`src/rtl/synth_voice_pkg.sv`:
```
// Shared constants and FSM state encoding for the 8-voice note allocator.
package synth_voice_pkg;
    localparam int NOTE_W      = 7;
    localparam int VOICE_IDX_W = 3;
    localparam int NUM_VOICES  = 8;
    localparam int SCAN_CNT_W  = 4;

    typedef enum logic [2:0] {
        IDLE    = 3'd0,
        SCAN    = 3'd1,
        ASSIGN  = 3'd2,
        RELEASE = 3'd3,
        DONE    = 3'd4
    } alloc_state_e;
endpackage

```
`src/rtl/voice_allocator_dmux8way.sv`:
```
// 1-to-8 demultiplexer: fans the voice write strobe out to a one-hot per-voice strobe.
module DMux8Way
    import synth_voice_pkg::*;
(
    input  logic                   in_i,
    input  logic [VOICE_IDX_W-1:0] sel_i,
    output logic [NUM_VOICES-1:0]  out_o
);
    // Decode the select into a single active lane when the input strobe is high
    always_comb begin
        out_o = {NUM_VOICES{1'b0}};
        if (in_i) begin
            out_o[sel_i] = 1'b1;
        end else begin
            out_o = {NUM_VOICES{1'b0}};
        end
    end
endmodule

```
`src/rtl/voice_allocator.sv`:
```
// Round-robin note-event scheduler for the 8-voice synth engine.
// Optional feature: define VOICE_STEAL_EN to reassign voice rr_ptr when all voices are busy.
module voice_allocator #(
    parameter int NOTE_W = 7,
    parameter int VOICES = 8
) (
    input  logic              clk,
    input  logic              rst,
    input  logic              ev_valid,
    output logic              ev_ready,
    input  logic              ev_on,
    input  logic [NOTE_W-1:0] ev_note,
    input  logic              panic,
    output logic              voice_wr,
    output logic [2:0]        voice_sel,
    output logic [NOTE_W-1:0] voice_note,
    output logic [7:0]        voice_wr_vec,
    output logic [7:0]        voice_gate,
    output logic              voice_steal,
    output logic              ev_drop
);
    import synth_voice_pkg::*;

    if (VOICES != NUM_VOICES) begin : g_bad_voices
        $error("voice_allocator: VOICES must be 8");
    end

    alloc_state_e                          state_q, state_d;
    logic [VOICE_IDX_W-1:0]                idx_q, idx_d;
    logic [VOICE_IDX_W-1:0]                rr_ptr_q, rr_ptr_d;
    logic [SCAN_CNT_W-1:0]                 cnt_q, cnt_d;
    logic                                  ev_on_q, ev_on_d;
    logic [NOTE_W-1:0]                     ev_note_q, ev_note_d;
    logic [NUM_VOICES-1:0]                 gate_q, gate_d;
    logic [NUM_VOICES-1:0][NOTE_W-1:0]     note_q, note_d;
    logic                                  voice_wr_q, voice_wr_d;
    logic [VOICE_IDX_W-1:0]                voice_sel_q, voice_sel_d;
    logic [NOTE_W-1:0]                     voice_note_q, voice_note_d;
    logic                                  voice_steal_q, voice_steal_d;
    logic                                  ev_drop_q, ev_drop_d;
    logic                                  hit_s;

    // A note-on wants a silent voice; a note-off wants a sounding voice holding the same note
    assign hit_s = ev_on_q ? ~gate_q[idx_q]
                           : (gate_q[idx_q] && (note_q[idx_q] == ev_note_q));

    // Next-state logic: scan/assign/release sequencing with panic overriding everything
    always_comb begin
        state_d       = state_q;
        idx_d         = idx_q;
        rr_ptr_d      = rr_ptr_q;
        cnt_d         = cnt_q;
        ev_on_d       = ev_on_q;
        ev_note_d     = ev_note_q;
        gate_d        = gate_q;
        note_d        = note_q;
        voice_wr_d    = 1'b0;
        voice_sel_d   = voice_sel_q;
        voice_note_d  = voice_note_q;
        voice_steal_d = 1'b0;
        ev_drop_d     = 1'b0;
        if (panic) begin
            state_d = IDLE;
            gate_d  = {NUM_VOICES{1'b0}};
        end else begin
            case (state_q)
                IDLE: begin
                    if (ev_valid) begin
                        ev_on_d   = ev_on;
                        ev_note_d = ev_note;
                        idx_d     = ev_on ? rr_ptr_q : 3'd0;
                        cnt_d     = 4'd0;
                        state_d   = SCAN;
                    end else begin
                        state_d = IDLE;
                    end
                end
                SCAN: begin
                    if (hit_s) begin
                        state_d      = ev_on_q ? ASSIGN : RELEASE;
                        voice_wr_d   = 1'b1;
                        voice_sel_d  = idx_q;
                        voice_note_d = ev_on_q ? ev_note_q : note_q[idx_q];
                    end else if (cnt_q == 4'd7) begin
                        state_d = DONE;
                        if (ev_on_q) begin
`ifdef VOICE_STEAL_EN
                            state_d       = ASSIGN;
                            idx_d         = rr_ptr_q;
                            voice_wr_d    = 1'b1;
                            voice_sel_d   = rr_ptr_q;
                            voice_note_d  = ev_note_q;
                            voice_steal_d = 1'b1;
`else
                            ev_drop_d = 1'b1;
`endif
                        end else begin
                            state_d = DONE;
                        end
                    end else begin
                        idx_d = idx_q + 3'd1;
                        cnt_d = cnt_q + 4'd1;
                    end
                end
                ASSIGN: begin
                    gate_d[idx_q] = 1'b1;
                    note_d[idx_q] = ev_note_q;
                    rr_ptr_d      = idx_q + 3'd1;
                    state_d       = IDLE;
                end
                RELEASE: begin
                    gate_d[idx_q] = 1'b0;
                    state_d       = IDLE;
                end
                DONE: begin
                    state_d = IDLE;
                end
                default: begin
                    state_d = IDLE;
                end
            endcase
        end
    end

    // State and output registers
    always_ff @(posedge clk or posedge rst) begin
        if (rst) begin
            state_q       <= IDLE;
            idx_q         <= 3'd0;
            rr_ptr_q      <= 3'd0;
            cnt_q         <= 4'd0;
            ev_on_q       <= 1'b0;
            ev_note_q     <= {NOTE_W{1'b0}};
            gate_q        <= {NUM_VOICES{1'b0}};
            note_q        <= {(NUM_VOICES*NOTE_W){1'b0}};
            voice_wr_q    <= 1'b0;
            voice_sel_q   <= 3'd0;
            voice_note_q  <= {NOTE_W{1'b0}};
            voice_steal_q <= 1'b0;
            ev_drop_q     <= 1'b0;
        end else begin
            state_q       <= state_d;
            idx_q         <= idx_d;
            rr_ptr_q      <= rr_ptr_d;
            cnt_q         <= cnt_d;
            ev_on_q       <= ev_on_d;
            ev_note_q     <= ev_note_d;
            gate_q        <= gate_d;
            note_q        <= note_d;
            voice_wr_q    <= voice_wr_d;
            voice_sel_q   <= voice_sel_d;
            voice_note_q  <= voice_note_d;
            voice_steal_q <= voice_steal_d;
            ev_drop_q     <= ev_drop_d;
        end
    end

    assign ev_ready    = (state_q == IDLE);
    assign voice_wr    = voice_wr_q;
    assign voice_sel   = voice_sel_q;
    assign voice_note  = voice_note_q;
    assign voice_gate  = gate_q;
    assign voice_steal = voice_steal_q;
    assign ev_drop     = ev_drop_q;

    DMux8Way u_dmux (
        .in_i  (voice_wr_q),
        .sel_i (voice_sel_q),
        .out_o (voice_wr_vec)
    );
endmodule

```
`config.mk`:
```
export PLATFORM = sky130hd
export DESIGN_NAME = voice_allocator
export DESIGN_NICKNAME = d
export VERILOG_FILES = /design/src/rtl/synth_voice_pkg.sv /design/src/rtl/voice_allocator_dmux8way.sv /design/src/rtl/voice_allocator.sv
export SDC_FILE = /design/constraint.sdc
export NUM_CORES = 1
export LEC_CHECK = 0
export BUFFER_PORTS_ARGS = -buffer_cell sky130_fd_sc_hd__buf_2
export CAP_MARGIN = 20
export CORE_MARGIN = 1.5
export CORE_UTILIZATION = 30
export CTS_BUF_LIST = sky130_fd_sc_hd__clkbuf_8
export CTS_CLUSTER_SIZE = 10
export DETAILED_ROUTE_END_ITERATION = 6
export GPL_ROUTABILITY_DRIVEN = 0
export PLACE_DENSITY = 0.49
export SLEW_MARGIN = 40
export SYNTH_ARGS = -nofsm -noshare
export SYNTH_HDL_FRONTEND = slang
export SYNTH_SLANG_ARGS = --single-unit
export TNS_END_PERCENT = 10
```
`constraint.sdc`:
```
create_clock -name clk -period 5.7 [get_ports clk]
set_clock_uncertainty 0.05 [all_clocks]
set_input_delay 1.14 -clock clk [delete_from_list [all_inputs] [get_ports clk]]
set_output_delay 1.14 -clock clk [all_outputs]
set_load 0.05 [all_outputs]
```
==> results of run 1 <==
## final timing paths
kind / start / endpoint / slack (ns)
worst max-delay path: idx_q[2]$_DFFE_PP0P_ / voice_note[3]$_DFFE_PP0P_ / 1.99
worst min-delay path: note_q[54]$_DFFE_PP0P_ / note_q[54]$_DFFE_PP0P_ / 0.44
worst max register to register: idx_q[2]$_DFFE_PP0P_ / voice_note[3]$_DFFE_PP0P_ / 1.99
worst min register to register: note_q[54]$_DFFE_PP0P_ / note_q[54]$_DFFE_PP0P_ / 0.44
max in group asynchronous: rst / note_q[30]$_DFFE_PP0P_ / 3.86
min in group asynchronous: rst / rr_ptr_q[0]$_DFFE_PP0P_ / 0.79
## report_power, final
| group | switching (uW) | total (uW) | internal [uW] |
|---|---|---|---|
| logic | 444 | 751 | 307 |
| clock network | 250 | 479 | 229 |
| registers | 142 | 957 | 816 |
| total | 836 | 2190 | 1350 |
## stage by stage
step / utilization [%] / hold WS (ns) / power (uW) / cells / area (um^2)
after floorplan: - / 0.394 / 1550 / 398 / 4740
after global placement: 33.4 / 0.412 / 1700 / 628 / 5110
after detailed placement: 33.5 / 0.421 / 1730 / 628 / 5130
after CTS: 34.9 / 0.442 / 2210 / 644 / 5350
after global routing: 34.9 / 0.473 / 2320 / 644 / 5350
final: 34.9 / 0.442 / 2190 / 644 / 5350
## per-layer routing
| layer | wire [um] | vias to the layer above | track usage [%] |
|---|---|---|---|
| met3 | 424 | 8 | 2.37 |
| met2 | 4810 | 59 | 21.2 |
| li1 | - | 1476 | - |
| met1 | 5200 | 1583 | 19.2 |
| met4 | 146 | 0 | 4.96 |
| met5 | 0 | - | 0 |
## synthesized netlist by cell type (all sizes together), types with 2 or more instances
master / number
inv: 6
mux2i: 8
xnor2: 3
clkbuf: 14
nor3b: 2
o21a: 2
nor2: 20
nand2: 46
nor4: 4
nand2b: 8
a211oi: 2
and2: 3
nor3: 8
nand3: 5
dfrtp: 97
o22ai: 4
o31ai: 2
buf: 12
o21ai: 23
mux2: 75
or3: 7
xor2: 3
nor2b: 5
ha: 2
mux4: 10
a21oi: 10
## flip-flops by register name (all words and copies together), names as in the netlist
name        count
note_q         56
voice_gate      8
ev_note_q       7
voice_note      7
cnt_q           4
idx_q           3
rr_ptr_q        3
state_q         3
voice_sel       3
ev_drop         1
ev_on_q         1
voice_wr        1
## cells in the final DEF, fill, tap and decap left out, types with 3 or more instances in the layout
| cell type | netlist | final |
|---|---|---|
| sky130_fd_sc_hd__o21ai_0 | 22 | 22 |
| sky130_fd_sc_hd__nand3_1 | 5 | 5 |
| sky130_fd_sc_hd__inv_1 | 6 | 5 |
| sky130_fd_sc_hd__a21oi_1 | 9 | 9 |
| sky130_fd_sc_hd__nor2b_1 | 5 | 5 |
| sky130_fd_sc_hd__nor3_1 | 8 | 8 |
| sky130_fd_sc_hd__mux2i_1 | 8 | 8 |
| sky130_fd_sc_hd__and2_1 | 3 | 3 |
| sky130_fd_sc_hd__or3_1 | 7 | 7 |
| sky130_fd_sc_hd__buf_2 | 6 | 40 |
| sky130_fd_sc_hd__mux2_2 | 67 | 67 |
| sky130_fd_sc_hd__xor2_1 | 3 | 3 |
| sky130_fd_sc_hd__clkinv_4 | 0 | 3 |
| sky130_fd_sc_hd__buf_4 | 4 | 5 |
| sky130_fd_sc_hd__nand2b_1 | 8 | 8 |
| sky130_fd_sc_hd__xnor2_1 | 3 | 3 |
| sky130_fd_sc_hd__clkbuf_8 | 0 | 11 |
| sky130_fd_sc_hd__nand2_1 | 46 | 46 |
| sky130_fd_sc_hd__mux4_2 | 10 | 10 |
| sky130_fd_sc_hd__nor2_1 | 20 | 19 |
| sky130_fd_sc_hd__dfrtp_1 | 97 | 97 |
| sky130_fd_sc_hd__mux2_4 | 8 | 8 |
## kinds of logic after synthesis
group           Yosys count
simple gates            113
mux                      93
fa+ha+maj                 2
flops                    97
other cells               1
buf+inv                  33
xor+xnor                  6
compound gates           53
## worst reg2reg max path, stage by stage, from the launching register on
cell	delay [ns]
sky130_fd_sc_hd__dfrtp_1	0.89
sky130_fd_sc_hd__or2_0	0.49
sky130_fd_sc_hd__o22ai_2	0.18
sky130_fd_sc_hd__o21ai_0	0.14
sky130_fd_sc_hd__or4b_1	0.50
sky130_fd_sc_hd__nor4_4	0.62
sky130_fd_sc_hd__o21ai_2	0.36
sky130_fd_sc_hd__mux2_4	0.38
## layout make-up
class                   instances  area (um^2)  share of cell area, %
flip-flops and latches         97         2430                   45.4
multi-input cells             268         2170                   40.6
well taps                     211          264                   4.94
repair buffers                 45          238                   4.45
clock buffers                  11          151                   2.83
clock inverters                 5         63.8                   1.19
inverters                       7         31.3                  0.585
==> parameters.txt, run 1 <==
Parameter                              Value

Status
  Outcome    completed

Critical path
  Family with the most delay on the worst path    simple AND/OR/NAND/NOR gates
  Critical path type    reg2reg
  Sort of element at the start of the critical path    flip-flop
  Critical path data arrival time    3.92 ns
  Required time at the worst-slack endpoint    around 6 ns
  Crit-path cells    or2_0 > o22ai_2 > o21ai_0 > or4b_1 > nor4_4 > o21ai_2 > mux2_4
  Standard cell with the maximum stage delay on the critical path    sky130_fd_sc_hd__dfrtp_1
  Crit path max fanout    20
  Critical path capture point type    flip-flop
  Critical path depth    7
  Worst stage delay on the critical path    ~0.89 ns
  CP Buf/Inv Count    0
  Worst r2r path cells    7

Global routing
  GRT Overall Usage    between 10% and 20%
  Number of global-route vias before repair    3174
  Global-route wire length before repair    roughly 17000 um
  Number of antenna violations at the first check in global routing    0
  Maximum number of pins on one net before global-route repair    58
  Total overflow reported by the global router    0

Detailed routing
  Detailed Route WL    about 11000 um
  Count of unresolved DRC violations after routing    0
  Drt first-iter violations    between 200 and 250
  Antenna-violating nets left    0
  Via density    between 4 and 5
  Total iterations of the first detailed-routing run    4
  Routed wire length per instance    ~16 um
  Vias    approximately 3100

Timing
  Slack of the critical path    between 1.5 and 2 ns
  Total of endpoints with negative setup slack in the final report    0
  Count of endpoints failing hold in the final timing report    0
  Fin crit period    approximately 3.7 ns
  Total negative slack for setup checks    0 ns
  Max Clk Rate    around 270 MHz
  Slew at the pin closest to its max-slew limit    0.825 ns
  Final slew viol count    0
  Max transition margin    between 40% and 50%
  Final Cycle Share    65.1%
  RSZ-0062 raised after global routing    no

Synth
  Share of synthesized flip-flops with an asynchronous set or reset    between 90% and 100%
  Number of enable-type register cells in the synthesized netlist    0
  Share of synthesized cell area in full adder, half adder and majority cells    less than 1%
  Largest family of logic cells by synthesized area    multiplexers
  Area share of the largest cell type after synthesis    51.2%
  Top cell type by total area after synthesis    sky130_fd_sc_hd__dfrtp_1
  Post-synthesis cell area    4740 um^2
  Post-synthesis xor/xnor area fraction    between 1 and 1.5%
  Cell count after synthesis    about 400
  Biggest area contributors in the synthesized netlist    sky130_fd_sc_hd__dfrtp_1 (51%), sky130_fd_sc_hd__mux2_2 (16%), sky130_fd_sc_hd__mux4_2 (4.8%)
  Share of synthesized area occupied by flip-flops and latches    between 50% and 60%
  Mux contribution to synthesized area    roughly 25%
  Complex-gate fraction of the synthesized area    7.15%
  Mean cell area of the mapped netlist    between 10 and 15 um^2
  Syn Nets    just over 400
  Count of different cell masters after synthesis    51
  Most frequently used flop master after synthesis    sky130_fd_sc_hd__dfrtp_1
  Syn. warnings    0
  Flop and latch count out of synthesis    97
  Synthesized-area fraction occupied by and/or/nand/nor cells    between 10% and 20%

CTS
  Count of hold-fix buffers inserted at cts    0
  Master cell of the clock root buffer    sky130_fd_sc_hd__clkbuf_8
  CTS tree    built
  Clock latency at the later pin of the worst-skew pair    0.37 ns
  Register clock-pin slew on the reported worst setup and hold paths    ~0.09 ns
  Largest buffer count on any clock path    2
  CTS HTree Levels    3
  Post-CTS resize count    0
  Clk sink count    97
  Number of buffers added by the clock tree synthesis step    9
  Number of post-CTS setup repair buffers    0

Final layout
  Area delta synth->final    12.8%
  Fill cell instance count of the final layout    1559
  Ratio of cells with drive above 1 in the final layout    roughly 36%
  Nets@finish    ~440
  Ant. Diodes    0

Power
  Peak supply drop    roughly 0.16 mV
  Pwr/cell area    around 410 nW/um^2
  Static leakage    0.00253 uW

Die
  Core area    roughly 15000 um^2
  Die X    between 100 and 150 um
  Height of the chip    129 um
  Floorplan row count    45
  DIE AREA    about 17000 um^2
  IO Pins    42
  Initial standard-cell utilization of the core    between 30 and 40%

Placement
  Pre-CTS setup slack    1.99 ns
  Number of I/O port buffers    40
  Total half-perimeter wirelength after legalization and detailed placement    between 7000 and 8000 um

Hold path
  Hold depth    2
  Path type of the worst min-delay path    reg2reg

Job
  Max_cap viols    0
Power figures use the tool's default switching activity.
==> run 2, diff against run 1 <==
Clock period 5.7 ns to 3.5 ns, I/O delays scaled along.
==> run 2 against run 1 <==
Fmax increased by 17%. Worst hold slack worse by 0.10 ns. Sequential share of layout area is essentially flat. Register-to-register slack got worse by 1.7 ns. Sequential cell count unchanged. First-iteration DRC count decreased by 36%. Total power grew 58%. Combinational power rose by 62%. Via count shrank 0.45%. Clock power increased by 39%. Clock-buffer cell count decreased by 2. Critical endpoint is now voice_note[1]$_DFFE_PP0P_. Largest cell class unchanged. Largest power group unchanged.
==> parameters.txt, run 2 (synthesis gave the netlist of run 1 again) <==
Parameter                              Value

Placement
  Number of I/O port buffers    40
  Total half-perimeter wirelength after legalization and detailed placement    7520 um
  Cell area reported after detailed placement    between 5000 and 6000 um^2

Power
  Switch Pwr    1350 uW
  Overall power of the completed layout    ~3500 uW
  Switch share    roughly two fifths
  Int Pwr    between 2000 and 2500 uW
  Combinational group share of total power    roughly a third
  Peak supply drop    slightly above 0.2 mV
  Clk network pwr share    roughly a fifth
  Static leakage    roughly 0.0025 uW
  Sequential Power Share    between 40% and 50%
  Pwr/cell area    around 650 nW/um^2

CTS
  Count of hold-fix buffers inserted at cts    0
  Clk sink count    a little under 100
  Register clock-pin slew on the reported worst setup and hold paths    around 0.10 ns
  Clock latency at the later pin of the worst-skew pair    about 0.37 ns
  Number of buffers added by the clock tree synthesis step    9
  CTS HTree Levels    3
  Master cell of the clock root buffer    sky130_fd_sc_hd__clkbuf_8
  Largest buffer count on any clock path    2
  CTS tree    built

Status
  Outcome    completed

Timing
  Max transition margin    about 45%
  Final slew viol count    0
  Max Clk Rate    roughly 320 MHz
  Fin crit period    3.16 ns
  Total of endpoints with negative setup slack in the final report    0
  Total negative slack for setup checks    0 ns
  Count of endpoints failing hold in the final timing report    0
  Slew at the pin closest to its max-slew limit    0.829 ns
  RSZ-0062 raised after global routing    no
  Final Cycle Share    90.4%

Detailed routing
  Total iterations of the first detailed-routing run    4
  Antenna-violating nets left    0
  Via density    roughly 4.8
  Routed wire length per instance    between 15 and 20 um
  Drt first-iter violations    154
  Detailed Route WL    between 10000 and 15000 um
  Count of unresolved DRC violations after routing    0
  Vias    ~3100

Job
  Max_cap viols    0

Critical path
  Worst stage delay on the critical path    between 0.5 and 0.6 ns
  Worst r2r path cells    8
  RR Endpoint    voice_note[1]$_DFFE_PP0P_
  Critical path data arrival time    between 3 and 4 ns
  Standard cell with the maximum stage delay on the critical path    sky130_fd_sc_hd__dfrtp_2
  Sort of element at the start of the critical path    flip-flop
  Crit path max fanout    12
  Family with the most delay on the worst path    multiplexers
  Critical path type    reg2reg
  Critical path capture point type    flip-flop
  Crit-path cells    buf_4 > mux4_2 > mux2i_1 > xor2_1 > o2111ai_1 > nor4_2 > o21ai_2 > mux2_4
  Required time at the worst-slack endpoint    approximately 3.7 ns
  CP Buf/Inv Count    1
  Beginning of the worst register-to-register path    idx_q[0]$_DFFE_PP0P_
  Worst R2R Setup Slack    roughly 0.34 ns

Die
  IO Pins    42
  DIE AREA    between 15000 and 20000 um^2
  Height of the chip    around 130 um
  Die X    ~130 um
  Core area    between 15000 and 20000 um^2
  Floorplan row count    45
  Initial standard-cell utilization of the core    a little over 30%

Global routing
  Number of antenna violations at the first check in global routing    0
  GRT Overall Usage    ~14%
  Maximum number of pins on one net before global-route repair    45
  Number of global-route vias before repair    3186
  Global-route wire length before repair    about 18000 um
  Total overflow reported by the global router    0

Final layout
  Final Core Density    34.9%
  Area delta synth->final    12.8%
  Most common cell after layout, fill and taps aside    sky130_fd_sc_hd__dfrtp_1
  Most flop-heavy register    note_q
  Non-Filler Cell Area, Final    approximately 5300 um^2
  Commonest non-fill, non-tap cells in the layout    sky130_fd_sc_hd__dfrtp_1 (96), sky130_fd_sc_hd__mux2_2 (67), sky130_fd_sc_hd__nand2_1 (46)
  Ant. Diodes    0
  Nets@finish    between 400 and 500
  Max reg flops    56
  Ratio of cells with drive above 1 in the final layout    37.0%

Hold path
  Path type of the worst min-delay path    in2async
## run 2: changes by cell type in the layout (fill, tap and decap cells not counted), sizes merged
| cell | change |
|---|---|
| buf | +7 |
| clkbuf | -2 |
| clkinvlp | +2 |
| bufinv | -1 |
| inv | +1 |
## run 2: repair_timing
action | CTS | global route
buffers inserted | 0 | 0
gates resized for setup | 0 | 1
endpoints found under the setup margin | 0 | 11
## run 2: worst max path at each step
stage | start | slack [ns] | end | cells past startpoint
global route | idx_q[0]$_DFFE_PP0P_ | 0.1 | voice_note[5]$_DFFE_PP0P_ | 8
finish | idx_q[0]$_DFFE_PP0P_ | 0.34 | voice_note[1]$_DFFE_PP0P_ | 8
global placement | idx_q[0]$_DFFE_PP0P_ | 0.23 | voice_note[0]$_DFFE_PP0P_ | 8
detailed placement | idx_q[0]$_DFFE_PP0P_ | 0.19 | voice_note[1]$_DFFE_PP0P_ | 8
floorplan | rst | 0.22 | cnt_q[0]$_DFFE_PP0P_ | 1
CTS | idx_q[0]$_DFFE_PP0P_ | 0.14 | voice_note[1]$_DFFE_PP0P_ | 8
## run 2: per-layer routing
metal	GRT usage (%)	part of all wire, %	vias up
li1	-	-	1484
met1	18.9	51	1576
met2	21.8	45	43
met3	2.87	2.6	9
met4	4.76	1.3	0
met5	0	0	-
## run 2: area by class of cell
type	count	area [um^2]
Clock buffer	9	124
Clock inverter	7	46.3
Fill cell	1566	9970
Inverter	7	28.8
Multi-Input combinational cell	268	2150
Sequential cell	97	2430
Tap cell	211	264
Timing Repair Buffer	52	303
## run 2: through the flow
step	setup WS (ns)	hold slack, ns	std cells
3_3_place_gp	0.231	0.416	635
2_1_floorplan	0.216	0.394	398
6_report	0.336	0.338	651
5_1_grt	0.0966	0.370	651
3_5_place_dp	0.185	0.426	635
4_1_cts	0.142	0.359	651
## run 2: power by group through the flow
stage / Combinational (uW) / Clock (uW) / Sequential (uW)
6_report: 1220 / 667 / 1580
5_1_grt: 1330 / 734 / 1620
4_1_cts: 1230 / 693 / 1580
3_5_place_dp: 1230 / 0 / 1600
3_3_place_gp: 1210 / 0 / 1600
2_1_floorplan: 877 / 0 / 1650
==> run 3, diff against run 2 <==
Settings changed: CAP_MARGIN 20 to not set, SYNTH_HIERARCHICAL set to 1.
==> run 3 against run 2 <==
Area after synthesis increased by 2.6%. Total power increased by 4.2%. Sequential share of layout area decreased by 1.2 points. Die area increased by 2.5%. Critical endpoint is now voice_sel[2]$_DFFE_PP0P_.
==> parameters.txt, run 3 <==
Parameter                              Value

Final layout
  Ant. Diodes    0
  Most flop-heavy register    note_q
  Max reg flops    56
  Non-Filler Cell Area, Final    5490 um^2
  Nets@finish    ~450
  Commonest non-fill, non-tap cells in the layout    sky130_fd_sc_hd__dfrtp_1 (97), sky130_fd_sc_hd__mux2_2 (68), sky130_fd_sc_hd__nand2_1 (41)
  Post-route insts no fill    660
  Area delta synth->final    13.0%
  Fill cell instance count of the final layout    1600
  Most common cell after layout, fill and taps aside    sky130_fd_sc_hd__dfrtp_1
  Ratio of cells with drive above 1 in the final layout    between 30% and 40%

Synth
  Number of enable-type register cells in the synthesized netlist    0
  Biggest area contributors in the synthesized netlist    sky130_fd_sc_hd__dfrtp_1 (50%), sky130_fd_sc_hd__mux2_2 (16%), sky130_fd_sc_hd__mux4_1 (3.8%)
  Share of synthesized area occupied by flip-flops and latches    approximately half
  Most frequently used flop master after synthesis    sky130_fd_sc_hd__dfrtp_1
  Syn. warnings    6
  Syn Nets    around 420
  Area share of the largest cell type after synthesis    around 50%
  Cell count after synthesis    between 400 and 500
  Post-synthesis cell area    between 4000 and 5000 um^2
  Mean cell area of the mapped netlist    12.1 um^2
  Flop and latch count out of synthesis    97
  Top cell type by total area after synthesis    sky130_fd_sc_hd__dfrtp_1
  Library cell with the highest instance count after synthesis    sky130_fd_sc_hd__dfrtp_1
  Share of synthesized flip-flops with an asynchronous set or reset    100%
  Most frequent cells after synthesis    sky130_fd_sc_hd__dfrtp_1 (97), sky130_fd_sc_hd__mux2_2 (68), sky130_fd_sc_hd__nand2_1 (41)
  Count of different cell masters after synthesis    56

Timing
  Max transition margin    a little over half
  Fin crit period    between 3 and 4 ns
  Worst hold margin    approximately 0.37 ns
  Total negative slack for setup checks    0 ns
  Max Clk Rate    between 300 and 400 MHz
  Count of endpoints failing hold in the final timing report    0
  Final slew viol count    0
  Slew at the pin closest to its max-slew limit    just over 0.7 ns
  Total of endpoints with negative setup slack in the final report    0
  RSZ-0062 raised after global routing    no
  Final Cycle Share    between 90% and 100%

Critical path
  Required time at the worst-slack endpoint    3.72 ns
  Critical path data arrival time    3.48 ns
  Sort of element at the start of the critical path    flip-flop
  Critical path type    reg2reg
  Worst r2r path cells    8
  Beginning of the worst register-to-register path    idx_q[1]$_DFFE_PP0P_
  Critical path capture point type    flip-flop
  Crit path max fanout    16
  RR Endpoint    voice_sel[2]$_DFFE_PP0P_
  Worst R2R Setup Slack    about 0.24 ns

Status
  Outcome    completed

Job
  Max_cap viols    0

Die
  IO Pins    42
  Height of the chip    approximately 130 um
  DIE AREA    17000 um^2
  Die X    roughly 130 um
  Floorplan row count    46
  Initial standard-cell utilization of the core    between 30% and 40%
  Core area    between 15000 and 20000 um^2

CTS
  Clock latency at the later pin of the worst-skew pair    0.37 ns
  CTS tree    built
  Clk sink count    between 90 and 100
  CTS HTree Levels    3
  Register clock-pin slew on the reported worst setup and hold paths    around 0.09 ns
  Count of hold-fix buffers inserted at cts    0
  Master cell of the clock root buffer    sky130_fd_sc_hd__clkbuf_8
  Number of post-CTS setup repair buffers    0
  Post-CTS resize count    0
  Number of buffers added by the clock tree synthesis step    9
  Largest buffer count on any clock path    2

Power
  Switch share    38.3%
  Int Pwr    around 2200 uW
  Overall power of the completed layout    about 3600 uW
  Combinational group share of total power    34.8%
  Sequential Power Share    about 44%
  Pwr/cell area    about 660 nW/um^2
  Static leakage    around 0.0027 uW
  Switch Pwr    roughly 1400 uW
  Peak supply drop    around 0.28 mV
  Clk network pwr share    around a fifth

Placement
  Cell area reported after detailed placement    about 5300 um^2
  Total half-perimeter wirelength after legalization and detailed placement    a little under 8000 um
  Number of I/O port buffers    40
  Cell count after placement    between 600 and 700

Detailed routing
  Antenna-violating nets left    0
  Count of unresolved DRC violations after routing    0
  Routed wire length per instance    17.3 um
  Total iterations of the first detailed-routing run    4
  Drt first-iter violations    between 150 and 200
  Via density    between 4 and 5
  Detailed Route WL    about 11000 um
  Vias    between 3000 and 4000

Global routing
  Total overflow reported by the global router    0
  Maximum number of pins on one net before global-route repair    between 50 and 60
  GRT Overall Usage    between 10 and 15%
  Global-route wire length before repair    about 18000 um
  Number of antenna violations at the first check in global routing    0
  Number of global-route vias before repair    ~3200

Hold path
  Path type of the worst min-delay path    in2async
[run 3: area by class of cell]
cell class	count	area [um^2]	share of cell area (%)
Inverter	1	6.26	0.114
Clock inverter	6	65.1	1.18
Clock buffer	10	138	2.51
Timing Repair Buffer	54	318	5.79
Tap cell	216	270	4.92
Sequential cell	97	2430	44.2
Multi-Input combinational cell	276	2270	41.3
[run 3: worst max path at each step]
stage / cells after the start / slack (ns) / end / start
finish: 8 / 0.24 / voice_sel[2]$_DFFE_PP0P_ / idx_q[1]$_DFFE_PP0P_
global route: 8 / 0.09 / voice_sel[2]$_DFFE_PP0P_ / idx_q[1]$_DFFE_PP0P_
CTS: 8 / 0.16 / voice_sel[2]$_DFFE_PP0P_ / idx_q[1]$_DFFE_PP0P_
detailed placement: 8 / 0.17 / voice_sel[2]$_DFFE_PP0P_ / idx_q[1]$_DFFE_PP0P_
global placement: 8 / 0.19 / voice_sel[2]$_DFFE_PP0P_ / idx_q[1]$_DFFE_PP0P_
floorplan: 1 / 0.22 / cnt_q[0]$_DFFE_PP0P_ / rst
[run 3: routing by layer]
| metal | up-vias | track usage [%] | wire length (um) |
|---|---|---|---|
| li1 | 1533 | - | - |
| met1 | 1643 | 18.9 | 5350 |
| met2 | 70 | 23.9 | 5550 |
| met3 | 11 | 2.67 | 393 |
| met4 | 0 | 4.44 | 144 |
| met5 | - | 0 | 0 |
[run 3: critical path, stage by stage (launching register included)]
cell and delay, ns:
sky130_fd_sc_hd__dfrtp_1 0.77, sky130_fd_sc_hd__mux4_1 0.40, sky130_fd_sc_hd__mux2i_1 0.27, sky130_fd_sc_hd__xor2_1 0.23
sky130_fd_sc_hd__o21ai_1 0.12, sky130_fd_sc_hd__or4_4 0.61, sky130_fd_sc_hd__a21oi_4 0.20, sky130_fd_sc_hd__buf_12 0.16
sky130_fd_sc_hd__mux2_2 0.33
[run 3: metrics by stage]
stage	util [%]	setup WS, ns
6_report	34.6	0.236
3_3_place_gp	33.3	0.193
4_1_cts	34.6	0.160
3_5_place_dp	33.3	0.168
2_1_floorplan	-	0.216
5_1_grt	34.6	0.0885
[run 3: cells by family (layout without fill, tap and decap cells)]
group / after synthesis / after routing / synth area share [%]
XOR/XNOR: 4 / 4 / 0.721
multiplexers: 96 / 96 / 25.3
other: 1 / 1 / 0.0771
flip-flops: 97 / 97 / 49.9
AND/OR/NAND/NOR: 117 / 117 / 13.0
buffers and inverters: 30 / 71 / 3.42
AO/OA/AOI/OAI: 56 / 56 / 7.00
adder cells (fa/ha/maj): 2 / 2 / 0.515
[run 3: power by group through the flow]
| stage | Clock (uW) | Combinational [uW] | Sequential, uW |
|---|---|---|---|
| 6_report | 760 | 1260 | 1590 |
| 3_5_place_dp | 0 | 1260 | 1620 |
| 4_1_cts | 774 | 1270 | 1590 |
| 2_1_floorplan | 0 | 869 | 1660 |
| 5_1_grt | 817 | 1370 | 1630 |
| 3_3_place_gp | 0 | 1260 | 1600 |
